--- config.mk ---
export PLATFORM = sky130hd
export DESIGN_NAME = dmem_access_seq_flat
export DESIGN_NICKNAME = d
export VERILOG_FILES = /design/src/rtl/dmem_access_seq_if.sv /design/src/rtl/dmem_access_seq.sv /design/src/flat_wrapper.sv
export SDC_FILE = /design/constraint.sdc
export NUM_CORES = 1
export LEC_CHECK = 0
export CAP_MARGIN = 20
export CORE_UTILIZATION = 54
export DETAILED_ROUTE_END_ITERATION = 8
export HOLD_SLACK_MARGIN = 0.03
export PLACE_DENSITY = 0.87
export SYNTH_ARGS = -nofsm -noshare
export SYNTH_HDL_FRONTEND = slang
export SYNTH_SLANG_ARGS = --single-unit
--- constraint.sdc ---
create_clock -name clk -period 4.5 [get_ports clk]
set_input_delay 0.9 -clock clk [delete_from_list [all_inputs] [get_ports clk]]
set_output_delay 0.9 -clock clk [all_outputs]
set_load 0.03 [all_outputs]
--- src/rtl/dmem_access_seq_if.sv ---
// rtl/dmem_access_seq_if.sv - request, memory and response signal bundle for dmem_access_seq
interface dmem_access_seq_if;
    logic        req_valid;
    logic        req_ready;
    logic        req_we;
    logic [2:0]  req_funct3;
    logic [31:0] req_addr;
    logic [31:0] req_wdata;
    logic        mem_req;
    logic        mem_ready;
    logic [31:0] mem_addr;
    logic [3:0]  mem_wen_n;
    logic [31:0] mem_wdata;
    logic [31:0] mem_rdata;
    logic        rsp_valid;
    logic        rsp_err;
    logic [31:0] rsp_rdata;

    modport slave (
        input  req_valid, req_we, req_funct3, req_addr, req_wdata, mem_ready, mem_rdata,
        output req_ready, mem_req, mem_addr, mem_wen_n, mem_wdata, rsp_valid, rsp_err, rsp_rdata
    );

    modport master (
        output req_valid, req_we, req_funct3, req_addr, req_wdata, mem_ready, mem_rdata,
        input  req_ready, mem_req, mem_addr, mem_wen_n, mem_wdata, rsp_valid, rsp_err, rsp_rdata
    );
endinterface

--- src/rtl/dmem_access_seq.sv ---
// rtl/dmem_access_seq.sv - load/store sequencer splitting word-crossing accesses into two memory transactions
module dmem_access_seq #(
    parameter bit MISALIGN_EN = 1'b1
) (
    input logic             clk,
    input logic             rst_n,
    dmem_access_seq_if.slave bus
);
    typedef enum logic [1:0] {IDLE, ACC0, ACC1, RESP} state_t;

    state_t      state, state_nx;
    logic [1:0]  off_q, sz_q;
    logic        sext_q, we_q, err_q, cross_q;
    logic [29:0] base_q;
    logic [31:0] wdata_q, lo_q, hi_q;

    logic [1:0]  req_off, req_sz;
    logic        req_illegal, req_cross, req_err, accept;
    logic [7:0]  size_mask8, mask8;
    logic [63:0] data64, lane64;
    logic [31:0] rd_shift, ld_val;

    // funct3[1:0] encodes the access width directly: 00 byte, 01 half, 10 word
    assign req_off     = bus.req_addr[1:0];
    assign req_sz      = bus.req_funct3[1:0];
    assign req_illegal = (req_sz == 2'b11) ||
                         (bus.req_we ? bus.req_funct3[2] : (bus.req_funct3[2] && req_sz == 2'b10));
    assign req_cross   = (req_sz == 2'b10 && req_off != 2'b00) || (req_sz == 2'b01 && req_off == 2'b11);
    assign req_err     = req_illegal || (req_cross && !MISALIGN_EN);
    assign accept      = (state == IDLE) && bus.req_valid;

    always_ff @(posedge clk or negedge rst_n) begin
        if (!rst_n) state <= IDLE;
        else        state <= state_nx;
    end

    always_ff @(posedge clk or negedge rst_n) begin
        if (!rst_n) begin
            off_q   <= 2'b00;
            sz_q    <= 2'b00;
            sext_q  <= 1'b0;
            we_q    <= 1'b0;
            err_q   <= 1'b0;
            cross_q <= 1'b0;
            base_q  <= '0;
            wdata_q <= '0;
            lo_q    <= '0;
            hi_q    <= '0;
        end else begin
            if (accept) begin
                off_q   <= req_off;
                sz_q    <= req_sz;
                sext_q  <= !bus.req_funct3[2];
                we_q    <= bus.req_we;
                err_q   <= req_err;
                cross_q <= req_cross;
                base_q  <= bus.req_addr[31:2];
                wdata_q <= bus.req_wdata;
                hi_q    <= '0;
            end
            if (state == ACC0 && bus.mem_ready) lo_q <= bus.mem_rdata;
            if (state == ACC1 && bus.mem_ready) hi_q <= bus.mem_rdata;
        end
    end

    always_comb begin
        state_nx = state;
        case (state)
            IDLE: if (bus.req_valid) state_nx = req_err ? RESP : ACC0;
            ACC0: if (bus.mem_ready) state_nx = cross_q ? ACC1 : RESP;
            ACC1: if (bus.mem_ready) state_nx = RESP;
            RESP: state_nx = IDLE;
            default: state_nx = IDLE;
        endcase
    end

    // Store lanes span two words: the low half feeds ACC0, the high half feeds ACC1
    always_comb begin
        case (sz_q)
            2'b00:   size_mask8 = 8'h01;
            2'b01:   size_mask8 = 8'h03;
            default: size_mask8 = 8'h0F;
        endcase
        mask8  = size_mask8 << off_q;
        data64 = {32'b0, wdata_q} << {off_q, 3'b000};
        lane64 = '0;
        for (int i = 0; i < 8; i++) begin
            lane64[8*i +: 8] = mask8[i] ? data64[8*i +: 8] : 8'h00;
        end
    end

    assign rd_shift = 32'({hi_q, lo_q} >> {off_q, 3'b000});

    always_comb begin
        case (sz_q)
            2'b00:   ld_val = sext_q ? {{24{rd_shift[7]}}, rd_shift[7:0]} : {24'b0, rd_shift[7:0]};
            2'b01:   ld_val = sext_q ? {{16{rd_shift[15]}}, rd_shift[15:0]} : {16'b0, rd_shift[15:0]};
            default: ld_val = rd_shift;
        endcase
    end

    always_comb begin
        bus.req_ready = 1'b0;
        bus.mem_req   = 1'b0;
        bus.mem_addr  = '0;
        bus.mem_wen_n = 4'b1111;
        bus.mem_wdata = '0;
        bus.rsp_valid = 1'b0;
        bus.rsp_err   = 1'b0;
        bus.rsp_rdata = '0;
        case (state)
            IDLE: bus.req_ready = 1'b1;
            ACC0: begin
                bus.mem_req  = 1'b1;
                bus.mem_addr = {base_q, 2'b00};
                if (we_q) begin
                    bus.mem_wen_n = ~mask8[3:0];
                    bus.mem_wdata = lane64[31:0];
                end
            end
            ACC1: begin
                bus.mem_req  = 1'b1;
                bus.mem_addr = {base_q + 30'd1, 2'b00};
                if (we_q) begin
                    bus.mem_wen_n = ~mask8[7:4];
                    bus.mem_wdata = lane64[63:32];
                end
            end
            RESP: begin
                bus.rsp_valid = 1'b1;
                bus.rsp_err   = err_q;
                bus.rsp_rdata = (err_q || we_q) ? 32'h0 : ld_val;
            end
            default: ;
        endcase
    end
endmodule

--- src/flat_wrapper.sv ---
// flat-port wrapper written by rule: the top's interface ports become plain ports
module dmem_access_seq_flat 
#(
    parameter bit MISALIGN_EN = 1'b1
)
  (clk, rst_n, bus_req_valid, bus_req_we, bus_req_funct3, bus_req_addr, bus_req_wdata, bus_mem_ready, bus_mem_rdata, bus_req_ready, bus_mem_req, bus_mem_addr, bus_mem_wen_n, bus_mem_wdata, bus_rsp_valid, bus_rsp_err, bus_rsp_rdata);
  dmem_access_seq_if bus_i ();
  input logic clk;
  input logic rst_n;
  input wire logic [$bits(bus_i.req_valid)-1:0] bus_req_valid;
  input wire logic [$bits(bus_i.req_we)-1:0] bus_req_we;
  input wire logic [$bits(bus_i.req_funct3)-1:0] bus_req_funct3;
  input wire logic [$bits(bus_i.req_addr)-1:0] bus_req_addr;
  input wire logic [$bits(bus_i.req_wdata)-1:0] bus_req_wdata;
  input wire logic [$bits(bus_i.mem_ready)-1:0] bus_mem_ready;
  input wire logic [$bits(bus_i.mem_rdata)-1:0] bus_mem_rdata;
  output wire logic [$bits(bus_i.req_ready)-1:0] bus_req_ready;
  output wire logic [$bits(bus_i.mem_req)-1:0] bus_mem_req;
  output wire logic [$bits(bus_i.mem_addr)-1:0] bus_mem_addr;
  output wire logic [$bits(bus_i.mem_wen_n)-1:0] bus_mem_wen_n;
  output wire logic [$bits(bus_i.mem_wdata)-1:0] bus_mem_wdata;
  output wire logic [$bits(bus_i.rsp_valid)-1:0] bus_rsp_valid;
  output wire logic [$bits(bus_i.rsp_err)-1:0] bus_rsp_err;
  output wire logic [$bits(bus_i.rsp_rdata)-1:0] bus_rsp_rdata;
  assign bus_i.req_valid = bus_req_valid;
  assign bus_i.req_we = bus_req_we;
  assign bus_i.req_funct3 = bus_req_funct3;
  assign bus_i.req_addr = bus_req_addr;
  assign bus_i.req_wdata = bus_req_wdata;
  assign bus_i.mem_ready = bus_mem_ready;
  assign bus_i.mem_rdata = bus_mem_rdata;
  assign bus_req_ready = bus_i.req_ready;
  assign bus_mem_req = bus_i.mem_req;
  assign bus_mem_addr = bus_i.mem_addr;
  assign bus_mem_wen_n = bus_i.mem_wen_n;
  assign bus_mem_wdata = bus_i.mem_wdata;
  assign bus_rsp_valid = bus_i.rsp_valid;
  assign bus_rsp_err = bus_i.rsp_err;
  assign bus_rsp_rdata = bus_i.rsp_rdata;
  dmem_access_seq #(.MISALIGN_EN(MISALIGN_EN)) u_core (.clk(clk), .rst_n(rst_n), .bus(bus_i));
endmodule
==> results of run 1 <==
[cell usage in the layout, fill, tap and decap left out, drive strengths merged, types with 4 or more instances in the layout]
master and instances:
a21bo 7, nor4 8, nand2 71, and2 22
and3 13, o211ai 5, mux4 32, o21ai 47
a31oi 18, mux2i 17, nand3 12, o31ai 4
nand4 18, nor2b 4, inv 24, nor3 8
a21o 7, dfrtp 128, o22a 9, clkdlybuf4s50 204
a22o 26, and4 4, a21oi 28, clkinvlp 4
clkbuf 23, nor2 21, mux2 107, buf 20
clkinv 5, a22oi 9, a211oi 9, ha 5
[where the power goes]
group	internal [mW]	switching, mW
clock	0.773	0.513
combinational	2.17	2.31
sequential	1.70	0.796
total	4.64	3.62
[path summary, 6_finish.rpt]
check | startpoint | to | cells past startpoint | slack [ps]
worst max-delay path | u_core.state[0]$_DFFE_PN0P_ | bus_mem_addr[4] | 7 | 210
worst min-delay path | u_core.cross_q$_DFFE_PN0P_ | u_core.cross_q$_DFFE_PN0P_ | 1 | 480
worst max register to register | u_core.state[0]$_DFFE_PN0P_ | u_core.base_q[6]$_DFFE_PN0P_ | 4 | 2330
worst min register to register | u_core.cross_q$_DFFE_PN0P_ | u_core.cross_q$_DFFE_PN0P_ | 1 | 480
max in group asynchronous | rst_n | u_core.hi_q[21]$_DFFE_PN0P_ | 2 | 2940
min in group asynchronous | rst_n | u_core.lo_q[5]$_DFFE_PN0P_ | 1 | 590
[metrics by stage]
| stage | std cells | setup WS (ps) | power, mW | util [%] | hold slack, ps |
|---|---|---|---|---|---|
| 6_report | 1138 | 209 | 8.26 | 74.1 | 482 |
| 5_1_grt | 1138 | 27.7 | 8.68 | 74.1 | 510 |
| 4_1_cts | 1138 | 118 | 8.21 | 74.1 | 479 |
| 3_5_place_dp | 1106 | 579 | 6.89 | 70.4 | 468 |
| 3_3_place_gp | 1106 | 678 | 6.74 | 70.4 | 459 |
| 2_1_floorplan | 760 | 1190 | 5.44 | - | 450 |
[critical path: stages (launching register included)]
cell and delay, ps:
dfrtp_1 420, inv_1 100, ha_1 460, and2_1 670
buf_4 280, nand2_1 60, o21ai_0 260, clkdlybuf4s50_1 730
[what timing repair did]
item | CTS | global route
setup buffers | 0 | 0
resized for setup | 0 | 2
endpoints found under the setup margin | 0 | 9
[cell type report]
class                      instances  share of cell area (%)
sequential                       128                    29.8
tap                              184                    2.14
inverter                          25                   0.871
clock buffer                      23                    4.25
timing repair buffer             224                    20.3
clock inverter                     9                   0.813
multi-input combinational        545                    41.8
[sequential cells by signal, indices dropped and copies added, names as in the netlist]
name / cells
u_core.base_q: 30
u_core.sext_q: 1
u_core.lo_q: 32
u_core.sz_q: 2
u_core.wdata_q: 32
u_core.we_q: 1
u_core.err_q: 1
u_core.off_q: 2
u_core.state: 2
u_core.cross_q: 1
u_core.hi_q: 24
[per-layer routing]
layer	vias up	GRT usage, %
met4	0	12.3
met3	71	6.53
li1	3230	-
met1	3600	41.1
met5	-	0
met2	428	49.6
[cell families after synthesis]
family                   count (synthesis)
buffers and inverters                   87
flip-flops                             128
adder cells (fa/ha/maj)                  5
multiplexers                           156
AND/OR/NAND/NOR                        189
XOR/XNOR                                 1
other                                    1
AO/OA/AOI/OAI                          192
==> summary.md, run 1 <==
| Metric | Value |
|---|---|
| Synth top area cells | `dfrtp_1 (40%), mux2_2 (15%), mux4_2 (8.9%)` |
| CP arrival | `3390 ps` |
| Starting DRT DRC Count | `818` |
| Starting Density | `between 50% and 60%` |
| Worst-Margin Slew | `~980 ps` |
| Max Fclk | `between 200 and 250 MHz` |
| Leakage power | `between 4 and 5 nW` |
| Final Skew | `around 6 ps` |
| Final Hold Fails | `0` |
| PwrDens | `between 700 and 800 mW/mm²` |
| DR pass1 iterations | `6` |
| Total number of vias | `about 7.3k` |
| Sequential Area | `around 0.0032 mm²` |
| Wire per inst | `around 21 µm` |
| Kind of end point of the critical path | `output pin` |
| Grt ovf | `0` |
| Setup violators final | `0` |
| Largest family of logic cells by synthesized area | `multiplexers` |
| All-Layer GR Usage | `about 31%` |
| Mux share of post-synthesis cell area | `26.0%` |
| Dpl cell area | `roughly 0.01 mm²` |
| CTS tree | `yes` |
| RSZ-0062 raised after global routing | `false` |
| Final min period | `between 4000 and 5000 ps` |
| VDD IR max | `between 300 and 400 µV` |
| Boundary Pins | `between 200 and 250` |
| Top FF cell, synth | `dfrtp_1` |
| Mapped cell area | `around 0.008 mm²` |
| Die Y | `roughly 120 µm` |
| Non-Filler Cell Area, Final | `0.0108 mm²` |
| Initial antenna violation count | `0` |
| Synth Area in Adders | `less than 1%` |
| Diode count | `0` |
| Port bufs | `approximately 210` |
| Metal-1 WL | `about 9400 µm` |
| CTS sink count | `128` |
| Final period utilization | `95.3%` |
| Max_slew headroom | `34.5%` |
| Die footprint | `0.0154 mm²` |
| DRT antenna net count | `0` |
| WS Path Type | `reg -> out` |
| Vias in the first global route | `between 7k and 8k` |
| Synth Register Bits | `~130` |
| Ys async rst share | `between 90% and 100%` |
| Cell taking the most area after synthesis | `dfrtp_1` |
| Layout cell share with drive strength beyond 1 | `22.6%` |
| Final Max Tran Viols | `0` |
| Compound-Gate Fraction of Synth Area | `~17%` |
| H-tree Lvls | `4` |
| TritonCTS Buffers | `17` |
| Highest metal used | `met4` |
| Synth top cells by count | `dfrtp_1 (128), mux2_2 (107), nand2_1 (71)` |
| GPL Wtd Cong | `between 0.9 and 1` |
| Root buf cell | `clkbuf_16` |
| Xor/xnor cell area share of the yosys netlist | `less than 1%` |
| Max cap viols | `0` |
| Sequential area share after synthesis | `between 30% and 40%` |
| DRC | `0` |
| # fillers | `1000` |
| HP Class | `reg -> reg` |
| Clock Path Buffers | `2` |
| Die Wd | `124 µm` |
| Core footprint | `approximately 0.015 mm²` |
| Startpoint Class | `flip-flop` |
| Multi-input gate area | `roughly 0.0045 mm²` |
| P&R area growth vs syn | `33.5%` |
| Mapped Cells | `about 760` |
| Register clock-pin slew on the reported worst setup and hold paths | `around 60 ps` |
| Routed length on met3 | `approximately 2000 µm` |
| Largest net degree at the start of global routing | `between 70 and 80` |
| Site row count | `44` |
| Yosys synthesis warning count | `0` |
| Syn avg cell area | `10.6 µm²` |
| Worst endpoint required time | `between 3000 and 4000 ps` |
| Netlist cell types | `55` |
| Routed wire length | `around 24000 µm` |
| WL met2 | `approximately 11000 µm` |
| Top cell type's share of synthesized area | `39.7%` |
| Outcome | `finished, final reports clean` |
| Clock Latency Late Sink | `between 400 and 500 ps` |
| First-pass GRT wire length | `37800 µm` |
| Crit-path max FO | `21` |
| Vias/cell | `around 6.4` |
| # nets final | `approximately 1.1k` |
| Top-count cell post-synth | `dfrtp_1` |
| EDFF count, synth | `0` |
| Cts hold-fix bufs | `0` |
| Setup TNS | `0 ps` |
| Post-DP HPWL | `16500 µm` |
| Post-Synth Simple-Gate Area | `11.9%` |
(Power assumes the default switching activity.)
==> run 2, diff against run 1 <==
--- a/config.mk
+++ b/config.mk
@@ -6,6 +6,7 @@
 export NUM_CORES = 1
 export LEC_CHECK = 0
 export CAP_MARGIN = 20
+export CORE_MARGIN = 2
 export CORE_UTILIZATION = 54
 export DETAILED_ROUTE_END_ITERATION = 8
 export HOLD_SLACK_MARGIN = 0.03
==> run 2 against run 1 <==
Compared with the run above: total power increased by 1.3%; fmax increased by 0.33%; cell area increased by 0.24%; worst setup slack improved by 14 ps; largest power group unchanged; highest routed layer unchanged.
==> summary.md, run 2 (synthesized netlist as in run 1, its figures left out) <==
| Metric | Value |
|---|---|
| Outcome | `finished, final reports clean` |
| GPL Wtd Cong | `0.893` |
| Leakage power | `4.32 nW` |
| Site row count | `between 40 and 50` |
| Largest net degree at the start of global routing | `63` |
| Final Skew | `5.02 ps` |
| Diode count | `0` |
| Biggest regs | `u_core.lo_q: 32 flops, u_core.wdata_q: 32 flops, u_core.base_q: 30 flops` |
| Layout cell share with drive strength beyond 1 | `22.8%` |
| Clock Path Buffers | `2` |
| Final min period | `approximately 4300 ps` |
| Clock Latency Late Sink | `420 ps` |
| PwrDens | `just under 800 mW/mm²` |
| CP arrival | `approximately 3400 ps` |
| Final Hold Fails | `0` |
| Total number of vias | `between 7k and 8k` |
| Post-DP HPWL | `17000 µm` |
| # nets final | `1047` |
| CTS tree | `yes` |
| P&R area growth vs syn | `33.8%` |
| Kind of end point of the critical path | `output pin` |
| VDD IR max | `443 µV` |
| Die Wd | `~130 µm` |
| DRT antenna net count | `0` |
| DR pass1 iterations | `6` |
| Max_slew headroom | `a little under a third` |
| Commonest non-fill, non-tap cell in the layout | `clkdlybuf4s50_1` |
| CTS sink count | `128` |
| WS Path Type | `reg -> out` |
| Die footprint | `~0.016 mm²` |
| Setup TNS | `0 ps` |
| Grt ovf | `0` |
| TritonCTS Buffers | `17` |
| Starting Density | `between 50 and 60%` |
| Most used cells in the layout excluding fill and tap cells | `clkdlybuf4s50_1 (204), dfrtp_1 (126), mux2_2 (107), nand2_1 (70), o21ai_0 (37)` |
| Crit-path max FO | `16` |
| Max Fclk | `around 230 MHz` |
| Register clock-pin slew on the reported worst setup and hold paths | `approximately 60 ps` |
| Vias/cell | `between 6 and 7` |
| Setup violators final | `0` |
| Hold WS | `around 500 ps` |
| Port bufs | `205` |
| Boundary Pins | `208` |
| Final Max Tran Viols | `0` |
| Cts hold-fix bufs | `0` |
| # fillers | `approximately 990` |
| Wire per inst | `around 22 µm` |
| All-Layer GR Usage | `between 30 and 40%` |
| Worst endpoint required time | `~3600 ps` |
| First-pass GRT wire length | `38700 µm` |
| Root buf cell | `clkbuf_16` |
| Die Y | `about 130 µm` |
| Max cap viols | `0` |
| # Post-CTS Setup Buffers | `0` |
| H-tree Lvls | `4` |
| RSZ-0062 raised after global routing | `false` |
| DRC | `0` |
| Vias in the first global route | `7142` |
| Core footprint | `0.0146 mm²` |
| Starting DRT DRC Count | `approximately 770` |
| HP Class | `reg -> reg` |
| Post_cts resized | `0` |
| Final period utilization | `between 90% and 100%` |
| Initial antenna violation count | `0` |
| Startpoint Class | `flip-flop` |
| Routed wire length | `24800 µm` |
| Worst-Margin Slew | `~1000 ps` |
[run 2: final timing paths]
path | cells after the start | slack, ps | to | start
max | 7 | 220 | bus_mem_addr[19] | u_core.state[0]$_DFFE_PN0P_
min | 1 | 500 | u_core.hi_q[17]$_DFFE_PN0P_ | u_core.hi_q[17]$_DFFE_PN0P_
min in group asynchronous | 1 | 560 | u_core.wdata_q[9]$_DFFE_PN0P_ | rst_n
max reg2reg | 5 | 1950 | u_core.wdata_q[17]$_DFFE_PN0P_ | u_core.state[0]$_DFFE_PN0P_
min reg2reg | 1 | 500 | u_core.hi_q[17]$_DFFE_PN0P_ | u_core.hi_q[17]$_DFFE_PN0P_
max in group asynchronous | 2 | 3060 | u_core.lo_q[26]$_DFFE_PN0P_ | rst_n
[run 2: cell type report]
class / count / area, µm² / area share [%]
sequential: 128 / 3210 / 29.7
inverter: 25 / 93.8 / 0.869
tap: 184 / 230 / 2.13
multi-input combinational: 545 / 4500 / 41.7
clock buffer: 17 / 425 / 3.94
clock inverter: 15 / 159 / 1.47
timing repair buffer: 221 / 2180 / 20.2
[run 2: per-layer routing]
layer  share of wire, %  global-route usage [%]
met3                8.1                    8.20
met5                  0                       0
met4                2.9                    11.4
met2                 49                    50.3
met1                 40                    40.1
[run 2: through the flow]
step           worst slack, ps  power [mW]  area (µm²)  instances  util, %
2_1_floorplan             1190        5.44        8080        760        -
3_3_place_gp               691        6.74       10200       1103     70.0
3_5_place_dp               584        6.87       10200       1103     70.0
4_1_cts                    126        8.32       10800       1135     74.0
5_1_grt                   69.2        8.78       10800       1135     74.0
6_report                   223        8.37       10800       1135     74.0
[run 2: where the power goes]
| group | internal, mW | switching [mW] | total (mW) |
|---|---|---|---|
| clock | 0.820 | 0.554 | 1.37 |
| combinational | 2.15 | 2.32 | 4.47 |
| sequential | 1.70 | 0.821 | 2.52 |
| total | 4.67 | 3.70 | 8.37 |
[run 2: worst max-delay path, stage by stage (launching register included)]
cell and delay, ps:
dfrtp_1 410, inv_1 90, ha_1 550, nand2_1 340, buf_4 300, or4_1 470, nand3_1 110, clkdlybuf4s50_1 680
